$ cat src/rtl/dequant_pkg.sv
// Shared definitions for the lab3 requantize/dequantize pair.
//   DW     : sample width
//   NQW    : width of the Nquant control word
//   NQ_MIN : smallest supported code width
//   state_t: sequencer states of the iterative dequantizer
//   clamp_nq: limits an Nquant control word to NQ_MIN..DW
package dequant_pkg;

  localparam int DW     = 18;
  localparam int NQW    = 5;
  localparam int NQ_MIN = 2;

  typedef enum logic [1:0] {
    IDLE   = 2'b00,
    SHIFT  = 2'b01,
    FINISH = 2'b10
  } state_t;

  function automatic logic [NQW-1:0] clamp_nq(input logic [NQW-1:0] nq);
    if (nq < NQW'(NQ_MIN))
      return NQW'(NQ_MIN);
    else if (nq > NQW'(DW))
      return NQW'(DW);
    else
      return nq;
  endfunction

endpackage

$ cat src/rtl/dequantize_sext.sv
// Combinational sign extension of a right-aligned code.
//   code  : code in bits [nq-1:0]; upper bits ignored
//   nq    : effective code width, already clamped to NQ_MIN..DW
//   value : code sign-extended from bit nq-1 to DW bits
module dequantize_sext
  import dequant_pkg::*;
(
  input  logic [DW-1:0]  code,
  input  logic [NQW-1:0] nq,
  output logic [DW-1:0]  value
);

  logic [NQW-1:0] sh;
  logic [DW-1:0]  up;

  // Push the code's sign bit to the MSB, then shift back arithmetically;
  // this both discards the ignored upper bits and replicates the sign.
  assign sh    = NQW'(DW) - nq;
  assign up    = code << sh;
  assign value = $signed(up) >>> sh;

endmodule

$ cat src/rtl/dequantize.sv
// Iterative dequantizer: reconstructs a DW-bit sample at the midpoint of
// the quantization step from an Nquant-bit two's-complement code, using
// one left shift per clock.
//   clock     : rising-edge clock
//   reset     : synchronous, active-high
//   Nquant    : code width (clamped to NQ_MIN..DW), captured at load
//   datain    : code right-aligned in [Nquant-1:0], captured at load
//   endatain  : start pulse, honoured only in IDLE
//   dataout   : reconstructed sample, held until the next result
//   dataready : one-cycle pulse when dataout is new
//   busy      : high while an operation is in progress
module dequantize
  import dequant_pkg::*;
(
  input  logic           clock,
  input  logic           reset,
  input  logic [NQW-1:0] Nquant,
  input  logic [DW-1:0]  datain,
  input  logic           endatain,
  output logic [DW-1:0]  dataout,
  output logic           dataready,
  output logic           busy
);

  state_t         state, state_next;
  logic [DW-1:0]  acc;
  logic [DW-1:0]  sext_val;
  logic [DW-1:0]  off;
  logic [NQW-1:0] cnt;
  logic [NQW-1:0] nq;
  logic [NQW-1:0] nq_eff;
  logic [NQW-1:0] load_cnt;

  assign nq_eff   = clamp_nq(Nquant);
  assign load_cnt = NQW'(DW) - nq_eff;

  dequantize_sext u_sext (
    .code  (datain),
    .nq    (nq_eff),
    .value (sext_val)
  );

  // Half-step rounding offset; a full-width code has no fractional step.
  always_comb begin
    off = '0;
    if (nq < NQW'(DW))
      off = DW'(1) << (NQW'(DW - 1) - nq);
  end

  always_ff @(posedge clock) begin
    if (reset)
      state <= IDLE;
    else
      state <= state_next;
  end

  always_comb begin
    state_next = state;
    case (state)
      IDLE:    if (endatain) state_next = (load_cnt != '0) ? SHIFT : FINISH;
      SHIFT:   if (cnt == NQW'(1)) state_next = FINISH;
      FINISH:  state_next = IDLE;
      default: state_next = IDLE;
    endcase
  end

  always_ff @(posedge clock) begin
    if (reset) begin
      acc       <= '0;
      cnt       <= '0;
      nq        <= '0;
      dataout   <= '0;
      dataready <= 1'b0;
    end else begin
      dataready <= 1'b0;
      case (state)
        IDLE: begin
          if (endatain) begin
            acc <= sext_val;
            cnt <= load_cnt;
            nq  <= nq_eff;
          end
        end
        SHIFT: begin
          acc <= {acc[DW-2:0], 1'b0};
          cnt <= cnt - NQW'(1);
        end
        FINISH: begin
          dataout   <= acc + off;
          dataready <= 1'b1;
        end
        default: ;
      endcase
    end
  end

  assign busy = (state != IDLE);

endmodule

$ cat config.mk
export PLATFORM = sky130hd
export DESIGN_NAME = dequantize
export DESIGN_NICKNAME = d
export VERILOG_FILES = /design/src/rtl/dequant_pkg.sv /design/src/rtl/dequantize_sext.sv /design/src/rtl/dequantize.sv
export SDC_FILE = /design/constraint.sdc
export NUM_CORES = 1
export LEC_CHECK = 0
export CAP_MARGIN = 10
export CORE_UTILIZATION = 64
export CTS_CLUSTER_SIZE = 14
export DETAILED_ROUTE_END_ITERATION = 10
export HOLD_SLACK_MARGIN = 0.03
export PLACE_DENSITY = 0.88
export SLEW_MARGIN = 5
export SYNTH_ARGS = -nofsm -noshare
export SYNTH_HDL_FRONTEND = slang
export SYNTH_SLANG_ARGS = --single-unit
$ cat constraint.sdc
create_clock -name clock -period 10.15 [get_ports clock]
set_input_delay 2.03 -clock clock [delete_from_list [all_inputs] [get_ports clock]]
set_output_delay 2.03 -clock clock [all_outputs]
set_load 0.05 [all_outputs]
==> results.txt <==
The cell at the root of the clock tree is clkbuf_8. The multi-input combinational cell area is 0.003598 mm2. The routed wire length is 15.68 mm.

Counting flops with a built-in enable in the synthesized netlist gives 0. The global-route wire length before repair is 24.75 mm. The biggest area contributor in the post-synthesis netlist is dfxtp_1.

Of the cells placed in the final design, the portion with a size suffix greater than 1 is 8.459%. The pre-CTS setup slack came out at 2.410 ns. The tightest slew margin relative to the limit came out at 30.67%. The endpoint type of the worst setup path is a flip-flop. The critical path in this run is classified as input pin to flip-flop. The overall overflow remaining after global route came out at 0. The number of standard cells after synthesis came out at 643. Setup repair after global routing left no endpoint under its margin. The required time of the worst setup path came out at 10.42 ns. The number of hold violations in the final report came to 0. The warning count from the yosys run is 0. After routing, the total negative slack on setup checks comes to 0 ns. The DRC marker count from the first detailed-route iteration came out at 627. TritonCTS built the clock tree.

Detailed placement ended at an HPWL of 11.73 mm. The H-tree depth reported by CTS is 2. The number of buffer cells added on primary ports is 45.

The number of global-route vias before repair came out at 4901. The number of antenna violations at the first check in global routing is 0. The count of hold-fix buffers inserted at cts came out at 0. The clock drives 49 sinks. The time the final worst path needs with I/O delays and setup is 7.624 ns. In the synthesized netlist the dominant register cell turns out to be dfxtp_1. The diode insertion count for antenna repair is 0. Across the run, the number of max-cap violations was 0. The aggregate global-route resource usage is 41.25%. The max-slew violation count came out at 0.

The sequential standard cell area came out at 980.9 um2. The number of vias per cell after detailed routing is 7.083. Clock-pin slew was measured on the worst setup and hold paths at 0.11 ns. The final net count came out at 710. In the routed design, unresolved DRC markers number 0. The top-level I/O count came out at 46. The maximum operating frequency is 0.1312 GHz. After routing the design area is 0.005396 mm2. The total power per unit cell area came out at 139.1 mW/mm2. Relative to the synthesized area, the layout overhead comes to 11.50%. The worst hold margin is 0.4634 ns. The post-cts gate resize count came out at 0. The final period utilization is 75.11%. Yosys attributes the largest share of cell area to dfxtp_1, mux4_2, a21oi_1, nand2_1, nor2_1. The fraction of synthesized cell area taken by the top area cell type came out at 20.27%. Along the worst path, the maximum fanout reaches 41. The post-synth design cell area came out at 0.004840 mm2. The path category of the worst min-delay check is flip-flop to flip-flop. The design draws 750.6 uW.

The synthesized net count is 692. The horizontal extent of the die came out at 88.96 um. The die covers 0.007914 mm2. The height of the die is 88.96 um. Between clock sinks in the finished design, the worst skew comes to 0.01123 ns.

STA classifies the critical path startpoint as an input pin. The sequential fraction of the synthesis area is 20.27%. After floorplanning, the core was divided into 31 placement rows. In the post-route analysis, the smallest setup slack over all paths is 2.526 ns. The vias after detailed routing came out at 5390. The detailed-router iteration count before antenna repair is 5. The standby leakage power is 0.002056 uW.

The average instance area after synthesis came out at 7.527 um2. IR analysis of the VDD net gives a maximum drop of 0.00006364 V. Counting along the longest clock path gives a buffer depth of 2. The clock latency of the later-clocked register in the worst-skew pair came out at 0.32 ns.

The flow ran to the end, and the final reports show no timing, DRC or antenna violations. The wire length per cell after detailed routing is 20.61 um. The buffers inserted during post-CTS setup optimization came out at 0. Of all flip-flops after synthesis, the portion carrying an async set or reset was 0%. The initial utilization of the core area, before any placement, comes to 66.37%. The critical path data arrival time is 7.89 ns. The worst hold path cell count is 2.

The register bit total from synthesis came out at 49. The floorplan step defined a core boundary enclosing 0.007292 mm2. TritonCTS created 5 clock buffers. Counting cells, the worst reg-to-reg path comes to 17. The transition time at the pin with the least slew margin came out at 1.040 ns.

The layout has 550 filler cells. The synthesized netlist contains 73 unique library cells. Setup violations remaining at the end of the flow were counted as 0. The number of nets with antenna violations after routing is 0. The post-placement cell area came out at 0.005301 mm2. The weighted congestion reported at the end of routability-driven placement came out at 1.008.

Entering global routing, the biggest net connects 57 pins.
[worst max-delay path: stages]
cell             delay, ns
clkdlybuf4s50_1       0.73
or4_1                 0.68
nand3_4               0.30
inv_4                 0.24
ha_1                  1.06
inv_1                 0.68
a2111oi_0             0.94
a221oi_2              0.14
and2_1                0.27
a221o_1               0.37
o211ai_1              0.21
a31o_1                0.21
[state kept, by name (all words and copies together), names as in the netlist]
register,count
acc,18
dataout,18
cnt,5
nq,5
state,2
dataready,1
[layer usage]
layer	vias up	GRT usage (%)	share of wire [%]
met5	-	0	0
met2	345	70.21	48
met1	2518	48.62	39
met3	78	6.741	8.2
li1	2449	-	-
met4	0	26.12	5.4
[final timing paths]
kind / from / to / slack, ns
max: Nquant[4] / acc[2]$_SDFFE_PP0P_ / 2.53
min: dataout[4]$_SDFFE_PP0P_ / dataout[4]$_SDFFE_PP0P_ / 0.46
max reg2reg: nq[1]$_SDFFE_PP0P_ / dataout[15]$_SDFFE_PP0P_ / 6.00
min reg2reg: dataout[4]$_SDFFE_PP0P_ / dataout[4]$_SDFFE_PP0P_ / 0.46
[stage by stage]
stage                     cells  utilization (%)
after floorplan             643                -
after global placement      753            72.70
after detailed placement    753            72.70
after CTS                   761            74.00
after global routing        761            74.00
final                       761            74.00
[power by group]
| part | internal (uW) | switching (uW) |
|---|---|---|
| sequential | 215 | 24.3 |
| combinational | 146 | 237 |
| clock | 50.4 | 77.9 |
[cells in the final DEF (no fill, tap or decap), drive strengths merged, types with 9 or more instances in the layout]
| master | instances |
|---|---|
| nor3 | 19 |
| o211ai | 20 |
| nand2 | 75 |
| nand3 | 14 |
| a21oi | 59 |
| dfxtp | 49 |
| ha | 22 |
| o21ai | 24 |
| or3 | 10 |
| xnor2 | 16 |
| nor2 | 75 |
| nor2b | 9 |
| clkdlybuf4s50 | 44 |
| nand2b | 10 |
| inv | 25 |
| buf | 9 |
| and2 | 10 |
| a21o | 10 |
| a211oi | 14 |
| mux4 | 15 |
[area by class of cell]
cell class                      instances  area share [%]
Multi-Input combinational cell        528           66.68
Sequential cell                        49           18.18
Timing Repair Buffer                   53           9.367
Tap cell                               99           2.295
Inverter                               24           1.716
Clock buffer                            5           1.275
Clock inverter                          3          0.4869
[cells in the mapped netlist (all sizes together), types with 15 or more instances]
master,number
xnor2,16
ha,22
clkbuf,31
nor3,19
dfxtp,49
o21ai,24
a21oi,59
o211ai,20
inv,24
mux4,15
nor2,75
nand2,75
[logic make-up (layout without fill, tap and decap cells)]
logic type      count (synthesis)  after routing  synth area share (%)
compound gates                219            219                 32.26
xor+xnor                       19             19                 3.438
fa+ha+maj                      23             23                 6.101
buf+inv                        66             85                 5.533
flops                          49             49                 20.27
mux                            25             25                 9.152
simple gates                  242            242                 23.24
No activity file was read; power rests on OpenSTA's default activity.
